[src/rtl/subtractor_iterative_32b.sv]
`default_nettype none
// ============================================================================
// Module      : subtractor_iterative_32b
// Description : Multi-cycle subtract/compare unit. Computes
//               diff = in0 - in1 - bin one DIGIT_W-bit digit per cycle,
//               least-significant digit first, through a single a + ~b + c
//               adder slice. Also produces borrow-out and compare flags
//               (eq, ltu, lt). Request and result use val/rdy handshakes.
// Revision    : 1.0 - initial release
// ============================================================================
module subtractor_iterative_32b #(
    parameter int WIDTH   = 32,
    parameter int DIGIT_W = 8
) (
    input  logic             clk,
    input  logic             reset,
    input  logic             istream_val,
    output logic             istream_rdy,
    input  logic [WIDTH-1:0] in0,
    input  logic [WIDTH-1:0] in1,
    input  logic             bin,
    output logic             ostream_val,
    input  logic             ostream_rdy,
    output logic [WIDTH-1:0] diff,
    output logic             bout,
    output logic             eq,
    output logic             ltu,
    output logic             lt
);

    // Number of CALC cycles; derived from the operand and digit widths.
    localparam int NDIGITS = WIDTH / DIGIT_W;
    localparam int CNT_W   = (NDIGITS > 1) ? $clog2(NDIGITS) : 1;

    localparam logic [CNT_W-1:0] c_last_digit = CNT_W'(NDIGITS - 1);
    localparam logic [CNT_W-1:0] c_cnt_one    = CNT_W'(1);

    typedef enum logic [1:0] {
        ST_IDLE = 2'd0,
        ST_CALC = 2'd1,
        ST_DONE = 2'd2
    } state_t;

    state_t r_state;
    state_t w_state_next;

    // Operand registers shift right one digit per CALC cycle, so the digit
    // being processed is always at the bottom. On the final digit the bottom
    // digit holds the original top digit, whose MSB is the operand sign.
    logic [WIDTH-1:0] r_a;
    logic [WIDTH-1:0] r_b;
    logic [WIDTH-1:0] r_diff;
    logic             r_carry;
    logic [CNT_W-1:0] r_cnt;
    logic             r_bout;
    logic             r_eq;
    logic             r_ltu;
    logic             r_lt;

    logic [DIGIT_W:0]         w_sum;
    logic [DIGIT_W-1:0]       w_digit;
    logic                     w_carry_out;
    logic [WIDTH+DIGIT_W-1:0] w_diff_cat;
    logic [WIDTH-1:0]         w_diff_full;
    logic                     w_last;
    logic                     w_accept;
    logic                     w_calc;
    logic                     w_sign_a;
    logic                     w_sign_b;
    logic                     w_ovf;

    // One digit of a + ~b + carry; carry is the inverted running borrow.
    assign w_sum       = {1'b0, r_a[DIGIT_W-1:0]}
                       + {1'b0, ~r_b[DIGIT_W-1:0]}
                       + {{DIGIT_W{1'b0}}, r_carry};
    assign w_digit     = w_sum[DIGIT_W-1:0];
    assign w_carry_out = w_sum[DIGIT_W];

    // New digit enters at the top of the result register; after NDIGITS
    // shifts the least-significant digit has reached the bottom.
    assign w_diff_cat  = {w_digit, r_diff};
    assign w_diff_full = w_diff_cat[WIDTH+DIGIT_W-1:DIGIT_W];

    assign w_last   = (r_cnt == c_last_digit);
    assign w_accept = (r_state == ST_IDLE) && istream_val;
    assign w_calc   = (r_state == ST_CALC);

    // Signed overflow of the subtraction: operand signs differ and the
    // result sign differs from the minuend sign.
    assign w_sign_a = r_a[DIGIT_W-1];
    assign w_sign_b = r_b[DIGIT_W-1];
    assign w_ovf    = (w_sign_a != w_sign_b) && (w_diff_full[WIDTH-1] != w_sign_a);

    assign diff = r_diff;
    assign bout = r_bout;
    assign eq   = r_eq;
    assign ltu  = r_ltu;
    assign lt   = r_lt;

    // State register.
    always_ff @(posedge clk or negedge reset) begin
        if (!reset) begin
            r_state <= ST_IDLE;
        end else begin
            r_state <= w_state_next;
        end
    end

    // Next-state and handshake outputs, decoded purely from the state.
    always_comb begin
        w_state_next = r_state;
        istream_rdy  = 1'b0;
        ostream_val  = 1'b0;
        case (r_state)
            ST_IDLE: begin
                istream_rdy = 1'b1;
                if (istream_val) begin
                    w_state_next = ST_CALC;
                end
            end
            ST_CALC: begin
                if (w_last) begin
                    w_state_next = ST_DONE;
                end
            end
            ST_DONE: begin
                ostream_val = 1'b1;
                if (ostream_rdy) begin
                    w_state_next = ST_IDLE;
                end
            end
            default: begin
                w_state_next = ST_IDLE;
            end
        endcase
    end

    // Datapath: latch operands on accept, then process one digit per cycle
    // and register the flags alongside the final digit.
    always_ff @(posedge clk or negedge reset) begin
        if (!reset) begin
            r_a     <= '0;
            r_b     <= '0;
            r_diff  <= '0;
            r_carry <= 1'b0;
            r_cnt   <= '0;
            r_bout  <= 1'b0;
            r_eq    <= 1'b0;
            r_ltu   <= 1'b0;
            r_lt    <= 1'b0;
        end else if (w_accept) begin
            r_a     <= in0;
            r_b     <= in1;
            r_carry <= ~bin;
            r_cnt   <= '0;
        end else if (w_calc) begin
            r_a     <= r_a >> DIGIT_W;
            r_b     <= r_b >> DIGIT_W;
            r_diff  <= w_diff_full;
            r_carry <= w_carry_out;
            r_cnt   <= r_cnt + c_cnt_one;
            if (w_last) begin
                r_bout <= ~w_carry_out;
                r_ltu  <= ~w_carry_out;
                r_eq   <= (w_diff_full == '0);
                r_lt   <= w_diff_full[WIDTH-1] ^ w_ovf;
            end
        end
    end

endmodule
`default_nettype wire

[config.mk]
export PLATFORM = sky130hd
export DESIGN_NAME = subtractor_iterative_32b
export DESIGN_NICKNAME = d
export VERILOG_FILES = /design/src/rtl/subtractor_iterative_32b.sv
export SDC_FILE = /design/constraint.sdc
export NUM_CORES = 1
export LEC_CHECK = 0
export CORE_UTILIZATION = 30
export DETAILED_ROUTE_END_ITERATION = 8
export SYNTH_ARGS = -nofsm -noshare
export SYNTH_HDL_FRONTEND = slang
export SYNTH_SLANG_ARGS = --single-unit
export TNS_END_PERCENT = 20
[constraint.sdc]
create_clock -name clk -period 2.9 [get_ports clk]
set_input_delay 0.725 -clock clk [delete_from_list [all_inputs] [get_ports clk]]
set_output_delay 0.725 -clock clk [all_outputs]
set_load 0.02 [all_outputs]
==> metrics.yaml, run 1 <==
status: "complete, but fails checks"
violations: "DRC"
seq_area_frac_synth_pct: 56.94
via_per_inst: 4.899
p_leak_nw: 2.874
p_total_mw: 7.371
drv_slew: 0
die-area_mm2: 0.01573
r2r_start: "r_a[0]"
drt_iter0_drc: 245
p_switching_mw: 3.141
max_stage_delay_ps: 510
wire_per_inst_um: 15.17
cts_tree: "built"
syn_avg_cell_area_um2: 9.366
n_fill_cell: 1480
seqPwrFrac_pct: 35.2
cts_made_buffers: 9
worst_pin_slew_ps: 1134
hold_viol: 0
slew_headroom_pct: 24.43
grt_usage_pct: 15.29
async_flop_share_pct: 100.0
dp_cells: 753
setup.worst_path.start: "r_a[0]"
nets: 661
cts.sinks: 104
final_area_mm2: 0.006106
dp_hpwl_um: 8168
drt_pass1_iterations: 7
fin_crit_sh_pct: 95.17
drc_errors: 11
arrival_ps: 3020
grt_max_degree: 63
syn_nets: 568
finClkSkew_ps: 6.581
dieHeight_um: 125.4
path_class: "reg2reg"
ir_worst_vdd_mv: 0.5509
power.density_mw_per_mm2: 1207
maxCapViolCount: 0
post-route-min-period_ps: 2760
grt_pass1_vias: 3838
clockBufferDepth: 2
stdcell_count: 770
portBuffers: 106
yosysWarningCount: 0
coreArea_mm2: 0.01470
crit_fanout: 3
diodes: 0
layout-drive-gt1-share_pct: 5.802
critPathCaptureType: "flip-flop"
synth_ff_type: "dfrtp_1"
drtAntennaViolNets: 0
synth_edf_count: 0
root_buffer: "clkbuf_16"
cpMostUsedCell: "fa_1"
setup_viol: 0
pwr-share-comb_pct: 49.5
hp-class: "in2async"
required_ps: 3160
drt-total-wl_um: 11680
clockPowerShare_pct: 15.4
gp_congestion: 0.7820
p_int_mw: 4.230
vias: 3772
placed_area_mm2: 0.005813
antenna_found_initial: 0
grt_pass1_wl_um: 18980
clk_pin_slew_ps: 70
ys_ff_latch: 104
netlist_area_mm2: 0.004571
ys_types: 38
die-width_um: 125.4
area_delta_synth_final_pct: 33.59
slowest_stage: "fa_1"
swShare_pct: 42.61
cts_hold_buf: 0
rows: 44
htree_num_levels: 3
crit_path_start_kind: "flip-flop"
initial_core_util_pct: 31.09
fmax_ghz: 0.3623
crit_chain: "inv_1 > fa_1 > nand2b_1 > a21oi_2 > o31a_1 > o21a_1 > nor2_1 > fa_1 > nand4_1 > nor4_2 > nand3_1 > o31ai_2"
syn_inst: 488
grt_overflow: 0
ioPinCount: 107
clk_latency_ps: 350
## cells in the mapped netlist, drive strengths merged (2+ instances only)
| cell | n | area share (%) |
|---|---|---|
| o21a | 2 | 0.33 |
| o21ai | 11 | 1.2 |
| nor3 | 9 | 0.99 |
| xnor2 | 3 | 0.57 |
| ha | 8 | 2.2 |
| nand2 | 203 | 17 |
| fa | 3 | 1.3 |
| a22oi | 40 | 6.6 |
| clkbuf | 12 | 0.99 |
| nand4 | 2 | 0.27 |
| nand2b | 3 | 0.41 |
| nand3 | 17 | 1.9 |
| buf | 18 | 1.8 |
| a221o | 8 | 1.8 |
| dfrtp | 104 | 57 |
| nor4 | 6 | 0.82 |
| nor2 | 7 | 0.57 |
| o31ai | 2 | 0.44 |
| inv | 11 | 0.90 |
| a21oi | 4 | 0.52 |
| mux2 | 3 | 0.82 |
## sequential cells by signal, summed over array words and instances (netlist names)
signal,count
diff,32
r_a,32
r_b,32
r_cnt,2
r_state,2
eq,1
lt,1
ltu,1
r_carry,1
## timing repair
action,in CTS,in global routing
setup buffers,0,1
gates resized for setup,0,2
setup endpoints to repair,0,1
## through the flow
step	util [%]	setup TNS, ps	hold WS (ps)	setup WS, ps
floorplan	-	0	429.4	340.4
global placement	39.55	0	458.5	212.9
detailed placement	39.55	0	464.8	74.87
CTS	41.42	0	423.0	49.46
global route	41.54	-16.40	437.3	-16.40
finish	41.54	0	396.8	140.1
## kinds of logic after synthesis
family	after synthesis	share of synthesized area (%)
buffers and inverters	41	3.696
multiplexers	3	0.8211
AND/OR/NAND/NOR	251	22.15
XOR/XNOR	4	0.7666
AO/OA/AOI/OAI	74	12.13
flip-flops	104	56.94
adder cells (fa/ha/maj)	11	3.504
## cells in the final DEF (no fill, tap or decap), types with 2 or more instances in the layout
master,instances
nand2_1,203
clkinv_2,2
nand4_1,2
clkdlybuf4s50_1,105
dfrtp_1,104
nand3_1,17
nand2b_1,2
buf_12,2
clkbuf_16,9
ha_1,8
mux2_2,2
a22oi_1,40
a21oi_1,2
nor4_1,5
o21ai_0,11
clkinvlp_4,3
nor2_1,6
buf_4,5
a221o_1,8
fa_1,3
inv_1,11
xnor2_1,3
nor3_1,9
o21a_1,2
a21oi_2,2
## worst paths after layout
| kind | to | slack (ps) | cells after the start |
|---|---|---|---|
| worst max-delay path | eq | 140 | 12 |
| worst min-delay path | diff[23] | 400 | 1 |
| worst max register to register | eq | 140 | 12 |
| worst min register to register | diff[3] | 480 | 2 |
| max in group asynchronous | r_a[16] | 1800 | 2 |
| min in group clk | diff[3] | 480 | 2 |
## critical path, delay by kind of cell (launching register included)
| family | cells | cell delay (ps) |
|---|---|---|
| compound gates | 4 | 700 |
| fa+ha+maj | 2 | 930 |
| buf+inv | 1 | 70 |
| flops | 1 | 320 |
| simple gates | 5 | 650 |
## routing by layer
layer,wire length (um),GRT usage [%]
met3,828,5.349
met5,0,0
met2,5488,24.18
met4,144,4.591
met1,5217,19.65
## power by group through the flow
stage	registers (mW)	logic [mW]	clock network [mW]
final	2.59	3.65	1.13
after floorplan	2.74	2.21	0
after global routing	2.68	4.05	1.22
after CTS	2.60	3.65	1.17
after global placement	2.58	3.53	0
after detailed placement	2.62	3.64	0
## cell type report
cell class / count / area, um^2 / area share [%]
well taps: 184 / 230.2 / 3.770
multi-input cells: 343 / 1828 / 29.94
clock inverters: 5 / 32.53 / 0.5328
clock buffers: 11 / 242.7 / 3.975
repair buffers: 112 / 1129 / 18.48
flip-flops and latches: 104 / 2603 / 42.62
inverters: 11 / 41.29 / 0.6762
Note: power is estimated with default switching activity, not from simulation.
==> run 2: changes to the inputs <==
- GPL_ROUTABILITY_DRIVEN: unset -> 0
- RECOVER_POWER: unset -> 25
==> run 2 against run 1 <==
Against the previous run:
- the flow still finishes with violations (DRC)
- register-to-register slack barely moved
- worst hold slack improved by 80 ps
- maximum frequency fell by 0.25%
- setup slack got worse by 7.0 ps
- count of clock-buffer cells in the layout did not move
==> metrics.yaml, run 2 (synthesis gave the netlist of run 1 again) <==
status: "complete, but fails checks"
violations: "DRC"
dr_wl_met3_um: 831
pre_cts_slack_ps: 74.87
stdcell_count: 770
clockPowerShare_pct: 15.4
rr_worst_depth: 12
grt_overflow: 0
dp_cells: 753
regToRegEndpoint: "eq"
die-width_um: 125.4
layout-drive-gt1-share_pct: 5.802
reg2reg_setup_slack_ps: 130
r2r_start: "r_a[0]"
grt_max_degree: 63
vias: 3768
grt_pass1_wl_um: 18980
p_total_mw: 7.381
htree_num_levels: 3
placed_area_mm2: 0.005813
hp-class: "reg2reg"
drt_iter0_drc: 238
rows: 44
wire_per_inst_um: 15.17
wl_met2_um: 5503
seqPwrFrac_pct: 35.2
min_delay_path_depth: 2
fin_crit_sh_pct: 95.41
max_stage_delay_ps: 510
finalSetupTns_ps: 0
setup.worst_path.start: "r_a[0]"
power.density_mw_per_mm2: 1212
holdWs_ps: 476.8
initial_core_util_pct: 31.09
ir_worst_vdd_mv: 0.5511
antenna_found_initial: 0
crit_fanout: 3
pwr-share-comb_pct: 49.5
coreArea_mm2: 0.01470
cts_made_buffers: 9
layout_commonest_cell: "nand2_1"
n_fill_cell: 1483
dieHeight_um: 125.4
crit_chain: "inv_1 > fa_1 > nand2b_1 > a21oi_2 > o31a_1 > o21a_1 > nor2_1 > fa_1 > nand4_1 > nor4_2 > nand3_1 > o31ai_2"
drtAntennaViolNets: 0
drt_pass1_iterations: 7
cts_tree: "built"
p_switching_mw: 3.152
path_class: "reg2reg"
clk_pin_slew_ps: 70
crit_path_start_kind: "flip-flop"
final_cell_mix: "nand2_1 (203), clkdlybuf4s50_1 (105), dfrtp_1 (104)"
utilization_pct: 41.42
swShare_pct: 42.71
critical_path.endpoint: "eq"
maxCapViolCount: 0
grt_usage_pct: 15.29
drv_slew: 0
fmax_ghz: 0.3614
dp_hpwl_um: 8168
drc_errors: 11
p_int_mw: 4.228
finClkSkew_ps: 5.373
critPathCaptureType: "flip-flop"
nets: 661
cpMostUsedCell: "fa_1"
required_ps: 3160
worst_pin_slew_ps: 1239
grt_pass1_vias: 3838
cts.sinks: 104
via_per_inst: 4.894
cts_hold_buf: 0
diodes: 0
multi_input_area_mm2: 0.001828
p_leak_nw: 2.868
ioPinCount: 107
post-route-min-period_ps: 2767
clockBufferDepth: 2
top_layer_used: "met4"
clk_latency_ps: 350
arrival_ps: 3030
area_delta_synth_final_pct: 33.21
drt-total-wl_um: 11680
wl_met1_um: 5199
hold_viol: 0
portBuffers: 106
slowest_stage: "fa_1"
regArea_mm2: 0.002603
final_area_mm2: 0.006088
slew_headroom_pct: 17.39
root_buffer: "clkbuf_16"
fin_ws_ps: 133.1
die-area_mm2: 0.01573
setup_viol: 0
## run 2: routing by layer
| metal | up-vias | GRT usage (%) |
|---|---|---|
| met1 | 1809 | 19.65 |
| met2 | 125 | 24.18 |
| li1 | 1823 | - |
| met5 | - | 0 |
| met3 | 11 | 5.349 |
| met4 | 0 | 4.591 |
## run 2: worst min path at each step
stage / from / end / slack [ps]
finish: diff[3] / diff[3] / 480
floorplan: reset / diff[0] / 430
CTS: reset / diff[23] / 420
global placement: r_b[21] / r_b[21] / 460
global route: r_b[22] / r_b[22] / 500
detailed placement: r_b[21] / r_b[21] / 460
## run 2: area by class of cell
cell class / instances / share of cell area [%]
tap: 184 / 3.781
multi-input combinational: 343 / 30.02
clock buffer: 11 / 3.987
timing repair buffer: 112 / 18.25
sequential: 104 / 42.75
inverter: 11 / 0.6782
clock inverter: 5 / 0.5343
## run 2: worst max-delay path: cells and delay by family (launching register included)
family,cells,cell delay (ps)
fa+ha+maj,2,930
compound gates,4,700
simple gates,5,650
flops,1,320
buf+inv,1,70
## run 2: timing repair
| action | CTS | global route |
|---|---|---|
| resized for setup | 0 | 2 |
| setup endpoints to repair | 0 | 1 |
| setup buffers | 0 | 1 |
## run 2: power groups by stage
stage | combinational (mW) | sequential (mW) | clock, mW
finish | 3.65 | 2.59 | 1.14
global route | 4.04 | 2.68 | 1.22
CTS | 3.65 | 2.60 | 1.17
detailed placement | 3.64 | 2.62 | 0
global placement | 3.53 | 2.58 | 0
floorplan | 2.21 | 2.74 | 0
